`src/rtl/des_sbox_sequencer.sv`:
```
// Walks one 48-bit DES round word through the shared S-box bank, one 6-bit chunk per cycle,
// and assembles the 32-bit substitution result. Define DES_SBOX_SEQ_PIPE_EN for a registered bank.
module des_sbox_sequencer #(
  parameter int NUM_SBOX   = 8,
  parameter int SBOX_IN_W  = 6,
  parameter int SBOX_OUT_W = 4
) (
  input  logic                           clk,
  input  logic                           rst_n,
  input  logic                           in_valid,
  output logic                           in_ready,
  input  logic [1:NUM_SBOX*SBOX_IN_W]    in_data,
  output logic                           sbox_req,
  output logic [1:4]                     sbox_sel,
  output logic [1:SBOX_IN_W]             sbox_in,
  input  logic [1:SBOX_OUT_W]            sbox_out,
  output logic                           out_valid,
  input  logic                           out_ready,
  output logic [1:NUM_SBOX*SBOX_OUT_W]   out_data,
  output logic                           busy
);

  // state | meaning
  // IDLE  | in_ready high, waiting for an upstream word
  // RUN   | issuing lookups idx 1..8 (plus one drain cycle with a registered bank)
  // DONE  | out_valid high, holding out_data until downstream accepts
  typedef enum logic [1:0] {IDLE = 2'd0, RUN = 2'd1, DONE = 2'd2} state_t;

  localparam logic [3:0] LAST = 4'(NUM_SBOX);

  state_t                        state;
  logic [3:0]                    idx;
  logic [1:NUM_SBOX*SBOX_IN_W]   data_q;
  logic                          bad_state;
`ifdef DES_SBOX_SEQ_PIPE_EN
  logic [3:0]                    pend;
`endif

  assign sbox_sel = idx;

  function automatic logic [1:SBOX_IN_W] chunk_at(input logic [1:NUM_SBOX*SBOX_IN_W] d,
                                                  input logic [3:0] i);
    chunk_at = '0;
    for (int k = 1; k <= NUM_SBOX; k++)
      if (i == 4'(k)) chunk_at = d[SBOX_IN_W*(k-1)+1 +: SBOX_IN_W];
  endfunction

  function automatic logic [1:NUM_SBOX*SBOX_OUT_W] put_nib(input logic [1:NUM_SBOX*SBOX_OUT_W] v,
                                                           input logic [3:0] i,
                                                           input logic [1:SBOX_OUT_W] n);
    put_nib = v;
    for (int k = 1; k <= NUM_SBOX; k++)
      if (i == 4'(k)) put_nib[SBOX_OUT_W*(k-1)+1 +: SBOX_OUT_W] = n;
  endfunction

  // Any corrupted state or index drops straight back to IDLE without presenting output.
  always_comb begin
    bad_state = 1'b0;
    if (!(state inside {IDLE, RUN, DONE})) bad_state = 1'b1;
`ifdef DES_SBOX_SEQ_PIPE_EN
    if (state == RUN && (idx > LAST || pend > LAST || (idx == 4'd0 && pend != LAST)))
      bad_state = 1'b1;
`else
    if (state == RUN && (idx == 4'd0 || idx > LAST)) bad_state = 1'b1;
`endif
  end

  always_ff @(posedge clk or negedge rst_n) begin
    if (!rst_n) begin
      state     <= IDLE;
      in_ready  <= 1'b0;
      sbox_req  <= 1'b0;
      idx       <= '0;
      sbox_in   <= '0;
      out_valid <= 1'b0;
      out_data  <= '0;
      busy      <= 1'b0;
      data_q    <= '0;
`ifdef DES_SBOX_SEQ_PIPE_EN
      pend      <= '0;
`endif
    end else if (bad_state) begin
      state     <= IDLE;
      in_ready  <= 1'b0;
      sbox_req  <= 1'b0;
      idx       <= '0;
      sbox_in   <= '0;
      out_valid <= 1'b0;
      busy      <= 1'b0;
    end else begin
      case (state)
        IDLE: begin
          in_ready  <= 1'b1;
          busy      <= 1'b0;
          sbox_req  <= 1'b0;
          idx       <= '0;
          sbox_in   <= '0;
          out_valid <= 1'b0;
          if (in_valid && in_ready) begin
            data_q   <= in_data;
            idx      <= 4'd1;
            sbox_in  <= in_data[1:SBOX_IN_W];
            sbox_req <= 1'b1;
            in_ready <= 1'b0;
            busy     <= 1'b1;
            state    <= RUN;
`ifdef DES_SBOX_SEQ_PIPE_EN
            pend     <= '0;
`endif
          end
        end
        RUN: begin
`ifdef DES_SBOX_SEQ_PIPE_EN
          // Result on sbox_out belongs to the lookup issued one cycle earlier.
          out_data <= put_nib(out_data, pend, sbox_out);
          pend     <= idx;
          if (idx == 4'd0) begin
            pend      <= '0;
            out_valid <= 1'b1;
            state     <= DONE;
          end else if (idx == LAST) begin
            idx      <= '0;
            sbox_req <= 1'b0;
            sbox_in  <= '0;
          end else begin
            idx     <= idx + 4'd1;
            sbox_in <= chunk_at(data_q, idx + 4'd1);
          end
`else
          out_data <= put_nib(out_data, idx, sbox_out);
          if (idx == LAST) begin
            idx       <= '0;
            sbox_req  <= 1'b0;
            sbox_in   <= '0;
            out_valid <= 1'b1;
            state     <= DONE;
          end else begin
            idx     <= idx + 4'd1;
            sbox_in <= chunk_at(data_q, idx + 4'd1);
          end
`endif
        end
        DONE: begin
          if (out_ready) begin
            out_valid <= 1'b0;
            in_ready  <= 1'b1;
            busy      <= 1'b0;
            state     <= IDLE;
          end
        end
        default: state <= IDLE;
      endcase
    end
  end

endmodule

```
`config.mk`:
```
export PLATFORM = sky130hd
export DESIGN_NAME = des_sbox_sequencer
export DESIGN_NICKNAME = d
export VERILOG_FILES = /design/src/rtl/des_sbox_sequencer.sv
export SDC_FILE = /design/constraint.sdc
export NUM_CORES = 1
export LEC_CHECK = 0
export CORE_MARGIN = 1.5
export CORE_UTILIZATION = 30
export CTS_CLUSTER_DIAMETER = 60
export DETAILED_ROUTE_END_ITERATION = 10
export HOLD_SLACK_MARGIN = 0.05
export PLACE_DENSITY = 0.49
export SLEW_MARGIN = 20
export SYNTH_ARGS = -nofsm -noshare
export SYNTH_HDL_FRONTEND = slang
export SYNTH_SLANG_ARGS = --single-unit
```
`constraint.sdc`:
```
create_clock -name clk -period 2.6 [get_ports clk]
set_clock_uncertainty 0.15 [all_clocks]
set_input_delay 0.52 -clock clk [delete_from_list [all_inputs] [get_ports clk]]
set_output_delay 0.52 -clock clk [all_outputs]
set_load 0.005 [all_outputs]
```
**Word-level counts from Yosys, hierarchy flattened**

Index checks and enable logic that the tools add are counted.

- Logic and storage cells: 99
- Input bits: 56
- Flip-flop bits (word level): 96
- Output and inout port bits: 46

- Add/sub/neg operators: 1
- Reductions and logical operators: 22
- Muxes and demuxes: 37
- Magnitude comparators: 1
- Bitwise logic cells: 1
- Equal/unequal tests: 21

Operators with widths:

| kind | count |
|---|---|
| $mux 6 | 11 |
| $reduce_and 3->1 | 11 |
| $eq 4x3->1 const B | 8 |
| $eq 4x2->1 const B | 4 |
| $mux 1 | 13 |
| $pmux 6 s2 | 1 |
| $reduce_bool 3->1 | 3 |
| $eq 4x1->1 const B | 2 |
| $eq 4x4->1 const B | 2 |
| $mux 2 | 4 |
| $mux 4 | 2 |
| $pmux 4 s2 | 1 |
| $ne 3x2->1 const B | 2 |
| $pmux 1 s2 | 3 |
| $pmux 2 s3 | 1 |
| $add 4x1->4 const B | 1 |
| $gt 4x4->1 const B | 1 |
| $logic_not 4->1 | 1 |
| $reduce_and 2->1 | 2 |
| $reduce_bool 4->1 | 1 |
| $ne 3x3->1 const B | 1 |
| $pmux 1 s3 | 1 |
| $eq 2x1->1 const B | 1 |
| $eq 2x2->1 const B | 1 |
| 4 further kinds | 5 |

**Depth between registers and ports, before layout**

- Word-level depth: 13
- Mapped depth: 8
- Depth with buffers taken out: 7

**Least setup slack after synthesis**

Ideal clock, no wire load.

- Path type: register to register
- From: register idx[0] (netlist: sbox_sel[4])
- To: register state[0]
- Clock period less this slack: 2068 ps
- Slack: 532 ps
- Buffers on the path: 0
- Required time: 2323 ps
- Stages on the path, launching flop included: 8
- Library setup time: 127 ps
- Arrival time: 1790 ps
- Cells stage by stage: dfrtp_1 -> inv_1 -> ha_1 -> nor2b_4 -> xnor2_1 -> o21bai_2 -> o21a_1 -> mux2_1

- Longest elaborated chain between the ends: 6
- Elaborated cells between the ends (all ways): 11
- Classes of those cells: 1 x order compare; 4 x eq/ne; 2 x mux; 4 x reduce/logical

RTL lines:

| item | line | RTL |
|---|---|---|
| from (decl) | 32 | `logic [3:0] idx;` |
| from (signal assigned) | 138 | `idx <= idx + 4'd1;` |
| $gt 4x4->1 / $logic_not 4->1 (equally long branches) | 64 | `if (state == RUN && (idx == 4'd0 \|\| idx > LAST)) bad_state = 1'b1;` |
| $logic_or 1x1->1 | 64 |  |
| $logic_and 1x1->1 | 64 |  |
| $mux 1 | 64 |  |
| $ne 3x2->1 (no source line) / $ne 3x3->1 (equally long branches) | n/a |  |
| $reduce_and 3->1 (no source line) | n/a |  |
| to (signal assigned) | 70 | `state <= IDLE;` |
| to (signal assigned) | 83 | `state <= IDLE;` |
| to (signal assigned) | 106 | `state <= RUN;` |
| to (decl) | 31 | `state_t state;` |

Several ways; a longest one is shown, not always the timed one.
A chain may end at the register's enable or synchronous reset.

**Final worst setup path**

- From: register idx[1] (netlist: sbox_sel[3])
- To: register sbox_in[4] (netlist bit)

- Longest elaborated chain between the ends: 13
- Elaborated cells between the ends (all ways): 27
- Classes of those cells: 1 x add/sub; 1 x order compare; 9 x eq/ne; 12 x mux; 4 x reduce/logical

RTL lines:

| item | line | RTL |
|---|---|---|
| $add 4x1->4 | 139 | `sbox_in <= chunk_at(data_q, idx + 4'd1);` |
| $eq 4x1->1 | 45 | `if (i == 4'(k)) chunk_at = d[SBOX_IN_W*(k-1)+1 +: SBOX_IN_W];` |
| $mux 6 (8 in a row) | 45 |  |
| $mux 6 | 131 | `if (idx == LAST) begin` |
| $pmux 6 s2 | 91 | `case (state)` |
| $mux 6 | 82 | `end else if (bad_state) begin` |
| to (signal assigned) | 102 | `sbox_in <= in_data[1:SBOX_IN_W];` |
| to (signal assigned) | 139 |  |
| to (decl) | 15 | `output logic [1:SBOX_IN_W] sbox_in,` |

Several ways; a longest one is shown, not always the timed one.

==> tab_implementation.tex <==
\begin{tabular}{lr}
\hline
Metric & Value \\
\hline
\multicolumn{2}{l}{\textbf{Yosys}} \\
Number of warnings reported in the yosys synthesis log & 0 \\
Most repeated cell in the gate-level netlist after synthesis & dfrtp\_1 \\
Number of flops mapped to enable cells by yosys & 0 \\
Syn nets & 429 \\
Gate Count Post-Synth & 359 \\
Share of the synthesized area in the top cell type & 52.4\% \\
Post-Syn Area per Cell & 12.8 um2 \\
Number of unique standard cell types used by synthesis & 56 \\
Sequential cell area fraction in the yosys report & 52.4\% \\
Share of async-settable or async-resettable flops after synthesis & 100\% \\
Primary flip-flop cell chosen by synthesis mapping & dfrtp\_1 \\
Area of the mapped netlist & 4590 um2 \\
Cell taking the most area after synthesis & dfrtp\_1 \\
Biggest area contributors in the synthesized netlist & dfrtp\_1, mux2\_2, ha\_1, nand2\_1, nand3\_1 \\
Top post-synthesis cells by count & dfrtp\_1, mux2\_2, nand2\_1 \\
\#FFs+latches synth & 96 \\
\multicolumn{2}{l}{\textbf{CTS}} \\
CTS-repair resized insts & 0 \\
TritonCTS clock tree & built \\
Number of clock buffers inserted by TritonCTS & 9 \\
Clk Latency, worst-skew pair & 350 ps \\
H-tree depth & 3 \\
Clock transition at the register clock pins on the worst setup and hold paths after CTS & 70 ps \\
Master cell of the clock root buffer & clkbuf\_16 \\
CTS sink count & 96 \\
Maximum clock insertion buffer count & 2 \\
\multicolumn{2}{l}{\textbf{Layout}} \\
Area growth syn-to-layout & 33.1\% \\
Ratio of cells with drive above 1 in the final layout & 25.3\% \\
Number of nets in the layout & 536 \\
Antenna diodes & 0 \\
\multicolumn{2}{l}{\textbf{Floorplanning}} \\
Ports placed on the boundary & 102 \\
Vertical die dimension & 127 um \\
Die ar. & 16000 um2 \\
Core area & 15100 um2 \\
Initial cell density of the core & 30.4\% \\
Die Span X & 127 um \\
Number of placement rows & 45 \\
\multicolumn{2}{l}{\textbf{Worst setup path}} \\
Slowest cell on the critical path & dfrtp\_1 \\
Critical path startpoint category & flop \\
Data required time of the critical path & 2720 ps \\
FF-to-FF Start & sbox\_sel[3] \\
Critical Path Source & sbox\_sel[3] \\
Arrival time of the worst setup path & 2480 ps \\
Endpoint kind of the worst setup timing path & flop \\
Type of the worst setup path & reg -> reg \\
Max FO, Critical Path & 10 \\
Cell chain of the critical path & inv\_1, ha\_1, nor2b\_1, a221o\_1, o211ai\_1, a32o\_1, a41oi\_2 \\
Largest stage delay, worst path & 500 ps \\
\multicolumn{2}{l}{\textbf{Min path}} \\
Worst min-delay path category & reg -> reg \\
HP Start & out\_data[19] \\
\multicolumn{2}{l}{\textbf{Global route}} \\
Busiest grt layer & met1 \\
Number of global-route vias before repair & 3357 \\
GR Layer Usage met2 & 22.3\% \\
Global-route track usage on met1 & 22.8\% \\
Antenna violations before repair & 0 \\
Global-route total usage across every layer & 15.5\% \\
Global-route wire length before repair & 18900 um \\
Remaining Overflow, GRT & 0 \\
Pin count of the biggest net entering global routing & 49 \\
Global Route met3 Usage & 2.61\% \\
\multicolumn{2}{l}{\textbf{Detailed routing}} \\
Router iterations before antenna repair & 4 \\
DR DRC count & 0 \\
DRT Wirelength & 11800 um \\
DR vias & 3263 \\
Post-DR wirelength/cell & 18.0 um \\
Remaining number of nets flagged by the antenna check after routing & 0 \\
Via count normalized by instance count & 4.96 \\
Detailed router's first-iteration violation count & 229 \\
\multicolumn{2}{l}{\textbf{STA}} \\
Final Hold Violating Endpoints & 0 \\
Fin Setup TNS & 0 ps \\
Final Max Slew Viols & 0 \\
Final clock period utilization by the worst path & 90.7\% \\
Setup repair after global routing missed its margin & no \\
Maximum clock frequency & 0.424 GHz \\
Worst slew margin & 60.2\% \\
Actual slew at the worst max-slew pin & 596 ps \\
Final setup violation count & 0 \\
Min Tclk post-route & 2360 ps \\
\multicolumn{2}{l}{\textbf{Power and ir drop}} \\
Static power due to leakage & 2.50 nW \\
Post-route total power & 6.01 mW \\
Power density normalized to cell area & 984 nW/um2 \\
Worst-case vdd ir drop & 358 uV \\
\multicolumn{2}{l}{\textbf{Place}} \\
Count of buffers inserted at the top-level ports & 101 \\
DP Wirelength & 8800 um \\
Placer Congestion & 0.826 \\
\multicolumn{2}{l}{\textbf{Job}} \\
Count of maximum capacitance violations & 0 \\
\multicolumn{2}{l}{\textbf{Status}} \\
Status & completed \\
\hline
\end{tabular}
==> power by group <==
part / internal [mW] / total (mW) / switching (mW)
logic: 1.27 / 2.23 / 0.957
registers: 2.06 / 2.45 / 0.392
clock network: 0.766 / 1.33 / 0.562
total: 4.10 / 6.01 / 1.91
==> worst max-delay path: cells and delay by family, from the launching register on <==
kind,cells,cell delay (ps)
DFF,1,500
AOI/OAI and AO/OA,4,720
and+or+nand+nor,1,400
adders and majority gates,1,360
buffers and inverters,1,150
==> stage by stage <==
step                instances  setup slack (ps)  util [%]  area (um2)  hold WS [ps]
floorplan                 359               532         -        4590          74.4
global placement          642               265      38.5        5810           332
detailed placement        642               263      38.5        5810           342
CTS                       658               248      40.5        6110           356
global route              658              86.4      40.5        6110           371
finish                    658               242      40.5        6110           353
==> worst paths after layout <==
check / endpoint / slack (ps) / cells past startpoint
min reg2reg: out_data[19] / 350 / 1
min: out_data[19] / 350 / 1
max in group asynchronous: out_data[5] / 970 / 3
max reg2reg: sbox_in[4] / 240 / 7
max: sbox_in[4] / 240 / 7
min in group asynchronous: data_q[17] / 560 / 2
==> metal layers <==
layer | up-vias | wire length [um]
li1 | 1541 | -
met3 | 12 | 513
met5 | - | 0
met4 | 0 | 209
met1 | 1638 | 5850
met2 | 72 | 5270
==> flip-flops by register name, indices dropped and copies added (netlist names), 2 cells and up <==
name      count
sbox_in       6
data_q       48
out_data     32
state         2
sbox_sel      4
==> cell type report <==
| class | count | area [um2] |
|---|---|---|
| multi-input cells | 240 | 2050 |
| clock inverters | 3 | 42.5 |
| flip-flops and latches | 96 | 2400 |
| well taps | 188 | 235 |
| clock buffers | 12 | 246 |
| repair buffers | 111 | 1100 |
| fillers | 1436 | 8980 |
| inverters | 8 | 30.0 |
==> cells in the final DEF, fill, tap and decap left out, types with 3 or more instances in the layout <==
| master | n |
|---|---|
| a21boi_0 | 5 |
| a21oi_1 | 8 |
| a221o_1 | 5 |
| a22o_1 | 5 |
| a31o_1 | 3 |
| and3_1 | 5 |
| buf_4 | 9 |
| clkbuf_16 | 9 |
| clkdlybuf4s50_1 | 100 |
| dfrtp_1 | 96 |
| ha_1 | 14 |
| inv_1 | 7 |
| mux2_1 | 3 |
| mux2_2 | 78 |
| nand2_1 | 20 |
| nand2b_1 | 3 |
| nand3_1 | 14 |
| nor2_1 | 11 |
| nor3_1 | 3 |
| o211ai_1 | 6 |
| o21a_1 | 6 |
| o21ai_0 | 10 |
| o22ai_1 | 6 |
==> repair_timing <==
action                                 in CTS  in global routing
setup buffers                               0                  0
hold buffers                                1                  0
endpoints found under the hold margin      26                  0
==> cell families after synthesis <==
logic type / Yosys count / synth area share (%)
AOI/OAI and AO/OA: 73 / 12.3
xor gates and xnor gates: 1 / 0.191
adders and majority gates: 14 / 3.82
buffers and inverters: 23 / 3.05
DFF: 96 / 52.4
muxes: 82 / 20.1
and+or+nand+nor: 70 / 8.21
Note: power is estimated with default switching activity, not from simulation.
